$ cat src/rtl/tournament_selection.sv
// GA parent selection: holds the population and runs two binary tournaments per
// start, picking candidates from a free-running Galois LFSR.
module tournament_selection #(
    parameter int          CHROM_WIDTH = 8,
    parameter int          FIT_WIDTH   = 8,
    parameter int          POP_SIZE    = 16,
    parameter int          IDX_WIDTH   = $clog2(POP_SIZE),
    parameter logic [15:0] LFSR_SEED   = 16'hACE1
) (
    input  logic                   clk,
    input  logic                   rst,
    input  logic                   load_en,
    input  logic [IDX_WIDTH-1:0]   load_idx,
    input  logic [CHROM_WIDTH-1:0] load_chrom,
    input  logic [FIT_WIDTH-1:0]   load_fit,
    input  logic                   start,
    output logic                   busy,
    output logic                   parents_valid,
    output logic [CHROM_WIDTH-1:0] parent1,
    output logic [CHROM_WIDTH-1:0] parent2
);

    // An all-zero Galois state would lock up, so a zero seed is remapped.
    localparam logic [15:0] SEED = (LFSR_SEED == 16'h0000) ? 16'h0001 : LFSR_SEED;

    typedef enum logic [2:0] {IDLE, T1A, T1B, T2A, T2B, OUT} state_t;

    state_t                 state, state_nxt;
    logic [15:0]            lfsr;
    logic [CHROM_WIDTH-1:0] chrom [POP_SIZE];
    logic [FIT_WIDTH-1:0]   fit   [POP_SIZE];
    logic [IDX_WIDTH-1:0]   cand, a_idx, w1, w_cur;

    assign cand  = lfsr[IDX_WIDTH-1:0];
    // Shared compare for both tournaments; ties keep the first candidate.
    assign w_cur = (fit[cand] > fit[a_idx]) ? cand : a_idx;

    always_ff @(posedge clk or posedge rst) begin
        if (rst) lfsr <= SEED;
        else     lfsr <= {1'b0, lfsr[15:1]} ^ (lfsr[0] ? 16'hB400 : 16'h0000);
    end

    always_ff @(posedge clk or posedge rst) begin
        if (rst) begin
            for (int i = 0; i < POP_SIZE; i++) begin
                chrom[i] <= '0;
                fit[i]   <= '0;
            end
        end else if (load_en && state == IDLE) begin
            chrom[load_idx] <= load_chrom;
            fit[load_idx]   <= load_fit;
        end
    end

    always_ff @(posedge clk or posedge rst) begin
        if (rst) begin
            state   <= IDLE;
            a_idx   <= '0;
            w1      <= '0;
            parent1 <= '0;
            parent2 <= '0;
        end else begin
            state <= state_nxt;
            case (state)
                T1A, T2A: a_idx <= cand;
                T1B:      w1    <= w_cur;
                T2B: if (w_cur != w1) begin
                    parent1 <= chrom[w1];
                    parent2 <= chrom[w_cur];
                end
                default: ;
            endcase
        end
    end

    always_comb begin
        state_nxt = state;
        case (state)
            IDLE:    if (start) state_nxt = T1A;
            T1A:     state_nxt = T1B;
            T1B:     state_nxt = T2A;
            T2A:     state_nxt = T2B;
            T2B:     state_nxt = (w_cur == w1) ? T2A : OUT;
            OUT:     state_nxt = IDLE;
            default: state_nxt = IDLE;
        endcase
    end

    assign busy          = (state != IDLE);
    assign parents_valid = (state == OUT);

endmodule

$ cat config.mk
export PLATFORM = sky130hd
export DESIGN_NAME = tournament_selection
export DESIGN_NICKNAME = d
export VERILOG_FILES = /design/src/rtl/tournament_selection.sv
export SDC_FILE = /design/constraint.sdc
export NUM_CORES = 1
export LEC_CHECK = 0
export CAP_MARGIN = 20
export CORE_AREA = 8 8 167 169
export CTS_BUF_LIST = sky130_fd_sc_hd__clkbuf_8
export DETAILED_ROUTE_END_ITERATION = 8
export DIE_AREA = 0 0 175 177
export GPL_TIMING_DRIVEN = 0
export PLACE_DENSITY = 0.92
export SKIP_LAST_GASP = 1
export SYNTH_ARGS = -nofsm -noshare
export SYNTH_HDL_FRONTEND = slang
export SYNTH_SLANG_ARGS = --single-unit
$ cat constraint.sdc
create_clock -name clk -period 14.6 [get_ports clk]
set_input_delay 2.92 -clock clk [delete_from_list [all_inputs] [get_ports clk]]
set_output_delay 2.92 -clock clk [all_outputs]
set_load 0.02 [all_outputs]
-- After elaboration in Yosys (flattened, before gate mapping)
Cells that the tools add are included.
- multiply operators: 0
- shift-type cells: 0
- eq/ne operators: 8
- order comparisons: 7
- add/sub/neg operators: 0
- reduce and logical (&&, ||, !) cells: 6
- bitwise operators: 6
- multiplexer cells: 21
- divide/modulo/power cells: 0
- operator list (kind ; number):
    $bwmux W128 ; 2
    $bmux W8 S4 ; 4
    $mux W8 ; 9
    $demux W8 S4 ; 1
    $ge A5 B5 Y1 const B ; 5
    $not A4 Y5 ; 5
    $mux W16 ; 1
    $xor A15 B16 Y16 ; 1
    $pmux W3 S5 ; 1
    $gt A8 B8 Y1 ; 1
    $eq A3 B2 Y1 const B ; 2
    $eq A3 B3 Y1 const B ; 2
    $mux W3 ; 2
    $lt A5 B1 Y1 const B ; 1
    $eq A4 B4 Y1 ; 1
    $mux W4 ; 1
    $ne A4 B4 Y1 ; 1
    $eq A3 B1 Y1 const B ; 1
    $logic_not A3 Y1 ; 1
    $reduce_bool A3 Y1 ; 1
    $logic_and A1 B1 Y1 ; 2
    $ne A2 B2 Y1 const B ; 1
    $reduce_and A2 Y1 ; 1
    $reduce_or A2 Y1 ; 1
- memories kept: 0
- bits in latches: 0
- register bits: 299
- bits in writable memories: 0
- memory bits (read-only): 0
- logic and storage cells: 86

-- Logic depth before layout (Yosys ltp)
Gate-level depths: netlist of run 1.
- depth in word-level cells: 10
- depth in mapped cells: 17
- depth with buffers taken out: 12

-- Worst setup path before layout of run 1
No wires, ideal clock.
- path kind: register to register
- start point: register lfsr[0]
- end point: register parent2[7]
- required time: 14452 ps
- clock period less this slack: 4769 ps
- arrival: 4622 ps
- cell stages (with the launch flop): 15
- setup slack: 9831 ps
- library setup time: 148 ps
- buffers on the path: 4
- cell sequence: dfstp_2 > clkbuf_1 > buf_1 > mux4_2 > mux4_2 > ha_1 > a21oi_2 > a21oi_2 > buf_2 > o31a_1 > nand2_1 > buf_4 > mux4_2 > o211ai_1 > o221ai_1
- word-level cells in the longest chain between the ends: 10
- elaborated cells between the ends (all ways): 12
- ends and longest elaborated chain (item ; RTL line ; source):
    start: declaration ; 29 ; logic [15:0] lfsr;
    start signal: assignment ; 40 ; else lfsr <= {1'b0, lfsr[15:1]} ^ (lfsr[0] ? 16'hB400 : 16'h0000);
    $not A4 Y5 (not written as such) ; 36 ; assign w_cur = (fit[cand] > fit[a_idx]) ? cand : a_idx;
    $bmux W8 S4 ; 36 ;
    $mux W8 (not written as such) (2 in a row) ; 36 ;
    $gt A8 B8 Y1 ; 36 ;
    $mux W4 (*) ; 36 ;
    $not A4 Y5 (not written as such) ; 69 ; parent2 <= chrom[w_cur];
    $bmux W8 S4 ; 69 ;
    $mux W8 (not written as such) (2 in a row) ; 69 ;
    end signal: assignment ; 69 ;
    end: declaration ; 20 ; output logic [CHROM_WIDTH-1:0] parent2
Every way passes the cells marked *; elsewhere a longest branch is shown, timed or not. The select of a mux whose other input is x is not followed.
A chain may end at the register's enable or synchronous reset.

-- Worst setup path in the final report of run 1
- start point: register lfsr[0]
- end point: register parent2[2]
The elaborated chain is that of the path after synthesis.

==> results of run 1 <==
## report_power, final
group | internal (mW) | total, mW | switching (mW)
Combinational | 1.02 | 2.34 | 1.32
Clock | 0.379 | 0.728 | 0.349
Sequential | 1.19 | 1.49 | 0.309
## path summary, 6_finish.rpt
| kind | endpoint | slack (ns) | cells after the start |
|---|---|---|---|
| worst min register to register | lfsr[8]$_DFF_PP0_ | 0.35 | 0 |
| worst min-delay path | lfsr[8]$_DFF_PP0_ | 0.35 | 0 |
| worst max-delay path | parent2[2]$_DFFE_PP0P_ | 7.83 | 14 |
| min in group asynchronous | chrom[93]$_DFFE_PP0P_ | 2.76 | 2 |
| worst max register to register | parent2[2]$_DFFE_PP0P_ | 7.83 | 14 |
| max in group asynchronous | fit[90]$_DFFE_PP0P_ | 10.81 | 3 |
## per-stage QoR
stage,instances,hold slack [ns]
CTS,1618,0.350
global route,1619,0.363
finish,1619,0.347
detailed placement,1532,0.342
global placement,1530,0.337
floorplan,1156,0.331
## state kept, by name (all words and copies together) (netlist names)
register,cells
lfsr,16
a_idx,4
parent2,8
parent1,8
w1,4
chrom,128
fit,128
state,3
## routing by layer
layer	vias to the layer above	share of wire, %	wire [um]
li1	4694	-	-
met1	6106	34	17200
met2	1138	46	23000
met3	310	14	6860
met4	6	6.0	2990
met5	-	0.066	33
## cell families (layout without fill, tap and decap cells)
logic type	after synthesis	in the layout	synth area share (%)
xor+xnor	3	3	0.162
compound gates	187	187	8.87
fa+ha+maj	8	8	0.619
simple gates	97	97	3.26
flops	299	299	46.3
mux	395	395	36.4
buf+inv	167	295	4.39
## area by class of cell
cell class              count  area share, %
multi-input cells         690           44.3
flip-flops and latches    299           41.6
clock buffers              58           4.43
plain buffers             115           2.86
repair buffers             42           2.56
well taps                 335           2.33
inverters                  52           1.12
clock inverters            28          0.868
## synthesized netlist by cell type, types with 3 or more instances
cell         n  area share, %
dfrtp_1    291             45
mux2_2     259             18
mux4_2     128             18
clkbuf_1    67            1.6
inv_1       52            1.2
o21ai_0     44            1.4
o211ai_1    40            1.9
o32ai_1     32            1.7
nand2_1     29           0.67
a32oi_1     28            1.5
buf_2       25           0.77
nand3_1     18           0.56
buf_1       13           0.30
nor2_1      11           0.26
dfstp_2      8            1.3
ha_1         8           0.62
o221ai_1     8           0.43
and3_1       7           0.27
mux2i_1      7           0.43
buf_4        6           0.28
a211oi_1     5           0.23
o21ai_1      5           0.15
a2111oi_0    4           0.22
buf_6        4           0.28
nor3_1       4           0.12
or3_1        4           0.15
and4_1       3           0.16
nand3b_1     3           0.14
nand4_1      3           0.12
nor2b_1      3           0.12
nor3b_1      3           0.14
o21a_1       3           0.14
xor2_1       3           0.16
==> impl_metrics.yaml, run 1 <==
clock_tree:
  cts_tree: "yes"
  post_cts_buffers: 0
  cts_hold_buf: 0
  clock_path_buffers: 3
  cts-resized-gates: 0
  clk_latency_ns: 0.60
  cts.htree.levels: 2
  clockRootBuffer: "clkbuf_8"
  clkTransAtPathRegs_ns: 0.06
  cts_buffers: 47
  cts.sinks: 299
setup_path:
  setup.worst_path.end_class: "register"
  slowest_delay_ns: 0.90
  cp.arrival_ns: 7.21
  worstPathCellList: "clkbuf_1 -> buf_1 -> mux4_2 -> mux4_2 -> ha_1 -> o21ai_1 -> o21bai_4 -> nand2_1 -> o32ai_2 -> nor2_1 -> clkbuf_1 -> a32oi_1 -> mux2i_1 -> o221ai_1"
  reg2reg_from: "lfsr[0]$_DFF_PP1_"
  critical-path-top-delay-family: "buffers and inverters"
  worstSetupPathType: "register to register"
  start_kind: "register"
  required_ns: 15.04
  critical_path.startpoint: "lfsr[0]$_DFF_PP1_"
  critPathSlowestCell: "buf_1"
  cp_max_fo: 10
  path_buf_inv: 3
die:
  core_region_area_mm2: 0.0255
  num_rows: 59
  start_util_pct: 63.5
  ios: 42
  dieWidth_um: 175
  dieArea_mm2: 0.0310
  die_y_um: 177
yosys:
  synth_async_sr_flop_share_pct: 100
  postSynthCellCount: 1156
  seq_area_frac_synth_pct: 46.3
  synth-main-ff-cell: "dfrtp_1"
  ys_ff_latch: 299
  synth_cell_types: 57
  synth.avg_cell_area_um2: 14.0
  yosys_warnings: 0
  synth_nets: 1188
  synthesis.area_mm2: 0.0162
  synth_edf_count: 0
place:
  place_area_mm2: 0.0170
  post-place-ws_ns: 8.34
  numPortBuffers: 39
  place_congestion: 0.987
  dp_hpwl_um: 32100
route:
  num_vias: 12300
  drcViolationCount: 0
  drt_iter0_drc: 1840
  drtPass1Iterations: 8
  totalWireLength_um: 50100
  final_antenna_net_count: 0
  wire_per_inst_um: 31.0
  via_per_inst: 7.57
pwr:
  p_leak_nw: 7.72
  vdd_drop_max_mv: 0.140
  power_density_mw_per_mm2: 253
  power_mw: 4.56
sta:
  tightest_slew_ns: 1.19
  finalCritPeriodShare_pct: 46.4
  max_slew_margin_pct: 20.4
  drv_slew: 0
  hold_viol: 0
  max_freq_ghz: 0.148
  finalSetupTns_ns: 0
  setup_viol: 0
  period_minus_slack_ns: 6.77
  final.setup.worst_slack_ns: 7.83
  finalClockSkew_ns: 0.0370
  rsz0062_at_grt: "false"
grt:
  grt_util_met3_pct: 10.9
  use_met1_pct: 40.5
  grt_remaining_overflow: 0
  antenna_found_initial: 3
  grt_pass1_vias: 12400
  grt.busiest_layer: "met2"
  grt_pass1_wl_um: 74900
  grtUsageMet2_pct: 48.2
  track_usage_pct: 31.7
  grt_max_degree: 138
cells_and_area:
  final_common_cell: "dfrtp_1"
  multi_input_area_mm2: 0.00797
  layout-drive-gt1-share_pct: 40.0
  sequential_cell_area_mm2: 0.00749
  mostFrequentLayoutCells: "dfrtp_1 (291), mux2_2 (259), mux4_2 (128), inv_1 (70), clkbuf_1 (67)"
  fillers: 1552
  final_util_pct: 70.7
  diodes: 0
  nNetsFinal: 1279
  syn2layout_area_growth_pct: 11.4
  final_cell_area_mm2: 0.0180
min_path:
  holdCritStartpoint: "lfsr[9]$_DFF_PP0_"
  hp-class: "register to register"
run_status:
  outcome: "completed"
job:
  cap_violations: 0
No activity file was read; power rests on OpenSTA's default activity.
==> run 2: changes to the inputs <==
Settings changed: CORE_AREA 8 8 167 169 to 8 8 177 179, DIE_AREA 0 0 175 177 to 0 0 185 187, PLACE_DENSITY 0.92 to 0.86.
Clock period 14.6 ns to 6 ns, I/O delays scaled along.
==> run 2 against run 1 <==
  * Sequential cell count unchanged
  * Routed wire length down 8.0%
  * Largest power group unchanged
  * Clock skew down 0.0077 ns
  * Final area up 0.61%
  * Die area up 12%
  * Setup slack worse by 7.7 ns
  * Clock-buffer cell count down 4
  * First-iteration DRC count down 9.9%
  * Final cell count up 3.2%
  * Register-to-register slack worse by 7.7 ns
  * Critical endpoint is now parent2[1]$_DFFE_PP0P_
  * Core utilization down 6.9 points
  * Via count down 3.3%
==> impl_metrics.yaml, run 2 (synthesized netlist as in run 1, its figures left out) <==
run_status:
  outcome: "completed"
route:
  num_vias: 11900
  met2_wirelength_um: 21100
  top_layer: "met5"
  drt_iter0_drc: 1658
  wl_met1_um: 17100
  drtPass1Iterations: 8
  dr_wl_met3_um: 5900
  drcViolationCount: 0
  totalWireLength_um: 46100
  wire_per_inst_um: 27.6
  via_per_inst: 7.10
  final_antenna_net_count: 0
grt:
  antenna_found_initial: 1
  grt_pass1_vias: 12000
  grt_max_degree: 45
  grt_remaining_overflow: 0
  track_usage_pct: 26.9
  grt_pass1_wl_um: 71500
die:
  core_region_area_mm2: 0.0284
  ios: 42
  dieWidth_um: 185
  dieArea_mm2: 0.0346
  num_rows: 62
  die_y_um: 187
  start_util_pct: 57.0
clock_tree:
  cts.htree.levels: 2
  post_cts_buffers: 0
  clockRootBuffer: "clkbuf_8"
  cts_hold_buf: 0
  cts_tree: "yes"
  cts_buffers: 48
  clkTransAtPathRegs_ns: 0.07
  cts-resized-gates: 2
  clock_path_buffers: 3
  clk_latency_ns: 0.58
  cts.sinks: 299
place:
  dp_cells: 1588
  numPortBuffers: 39
  dp_hpwl_um: 32000
  place_congestion: 0.960
  place_area_mm2: 0.0172
setup_path:
  worstPathCellList: "clkbuf_1 -> clkbuf_1 -> mux4_2 -> mux4_2 -> ha_1 -> nor2b_4 -> o211ai_4 -> a21oi_2 -> buf_2 -> o32ai_2 -> nor2_1 -> clkbuf_1 -> a32oi_1 -> mux2i_1 -> o221ai_1"
  reg2reg_to: "parent2[1]$_DFFE_PP0P_"
  reg2reg_from: "lfsr[1]$_DFF_PP0_"
  cp_max_fo: 10
  worstSetupPathType: "register to register"
  start_kind: "register"
  worst-r2r-setup-slack_ns: 0.15
  critPathSlowestCell: "clkbuf_1"
  cp.arrival_ns: 6.28
  crit_path_frequent_cell: "clkbuf_1"
  slowest_delay_ns: 0.80
  setup.worst_path.end_class: "register"
  r2r.worst_path.cells: 15
  required_ns: 6.43
sta:
  hold_viol: 0
  max_slew_margin_pct: 18.4
  setup_viol: 0
  max_freq_ghz: 0.171
  finalSetupTns_ns: 0
  tightest_slew_ns: 1.22
  rsz0062_at_grt: "false"
  finalClockSkew_ns: 0.0293
  finalCritPeriodShare_pct: 97.5
  drv_slew: 0
  period_minus_slack_ns: 5.85
cells_and_area:
  reg.largest.list: "chrom: 128 flops, fit: 128 flops, lfsr: 16 flops"
  final_cell_area_mm2: 0.0181
  nNetsFinal: 1287
  syn2layout_area_growth_pct: 12.1
  mostFrequentLayoutCells: "dfrtp_1 (291), mux2_2 (259), mux4_2 (128), inv_1 (72), clkbuf_1 (66)"
  final_common_cell: "dfrtp_1"
  fillers: 2047
  layout-drive-gt1-share_pct: 40.2
  fin_cells: 1670
  diodes: 0
pwr:
  p_leak_nw: 7.74
  power_mw: 10.7
  power_density_mw_per_mm2: 591
  vdd_drop_max_mv: 0.318
min_path:
  hp-class: "register to register"
  whs_path_depth: 0
  min_to: "lfsr[8]$_DFF_PP0_"
  holdCritStartpoint: "lfsr[9]$_DFF_PP0_"
job:
  cap_violations: 0
[run 2: changes by cell type in the layout (fill, tap and decap cells not counted), moves of 2 or more]
cell / delta
clkinvlp_4: +4
buf_1: -3
clkbuf_8: -4
inv_1: +2
buf_16: -2
buf_12: +8
clkinv_2: -4
clkbuf_2: +3
[run 2: final cells by class]
type	instances	area, um2	share of cell area (%)
timing repair buffer	49	573	3.16
clock buffer	54	743	4.10
buffer	115	526	2.90
inverter	52	199	1.10
clock inverter	27	141	0.780
tap	384	480	2.65
sequential	299	7490	41.3
multi-input combinational	690	7970	44.0
[run 2: worst max-delay path, delay by kind of cell, from the launching register on]
family                     cells  cell delay [ns]
and+or+nand+nor                2             0.75
buffers and inverters          4             2.00
muxes                          3             1.42
adders and majority gates      1             0.34
AOI/OAI and AO/OA              5             0.82
DFF                            1             0.36
[run 2: per-stage QoR]
stage | util, % | worst slack (ns) | hold WS, ns
detailed placement | 60.6 | -0.221 | 0.339
finish | 63.9 | 0.150 | 0.352
CTS | 63.8 | 0.103 | 0.353
global route | 63.9 | 0.0313 | 0.361
global placement | 60.1 | -1.10 | 0.336
floorplan | - | 0.833 | 0.331
[run 2: how the worst max path moves through the flow]
stage / start / end / slack (ns) / cells after the start
6_report: lfsr[1]$_DFF_PP0_ / parent2[1]$_DFFE_PP0P_ / 0.15 / 15
5_1_grt: lfsr[0]$_DFF_PP1_ / parent2[0]$_DFFE_PP0P_ / 0.03 / 14
4_1_cts: lfsr[0]$_DFF_PP1_ / parent2[1]$_DFFE_PP0P_ / 0.10 / 15
3_5_place_dp: lfsr[0]$_DFF_PP1_ / parent2[1]$_DFFE_PP0P_ / -0.22 / 15
3_3_place_gp: rst / lfsr[8]$_DFF_PP0_ / -1.10 / 2
2_1_floorplan: rst / a_idx[0]$_DFFE_PP0P_ / 0.83 / 1
[run 2: power breakdown]
| group | internal (mW) | leakage (nW) | total (mW) | switching [mW] |
|---|---|---|---|---|
| Combinational | 2.49 | 3.33 | 5.50 | 3.01 |
| Clock | 0.858 | 0.523 | 1.66 | 0.800 |
| Sequential | 2.89 | 3.89 | 3.57 | 0.680 |
| Total | 6.23 | 7.74 | 10.7 | 4.49 |
[run 2: metal layers]
| metal | vias to the layer above | global-route usage (%) |
|---|---|---|
| met1 | 6049 | 35.4 |
| li1 | 4705 | - |
| met5 | - | 0 |
| met2 | 917 | 40.3 |
| met4 | 2 | 11.3 |
| met3 | 181 | 8.86 |
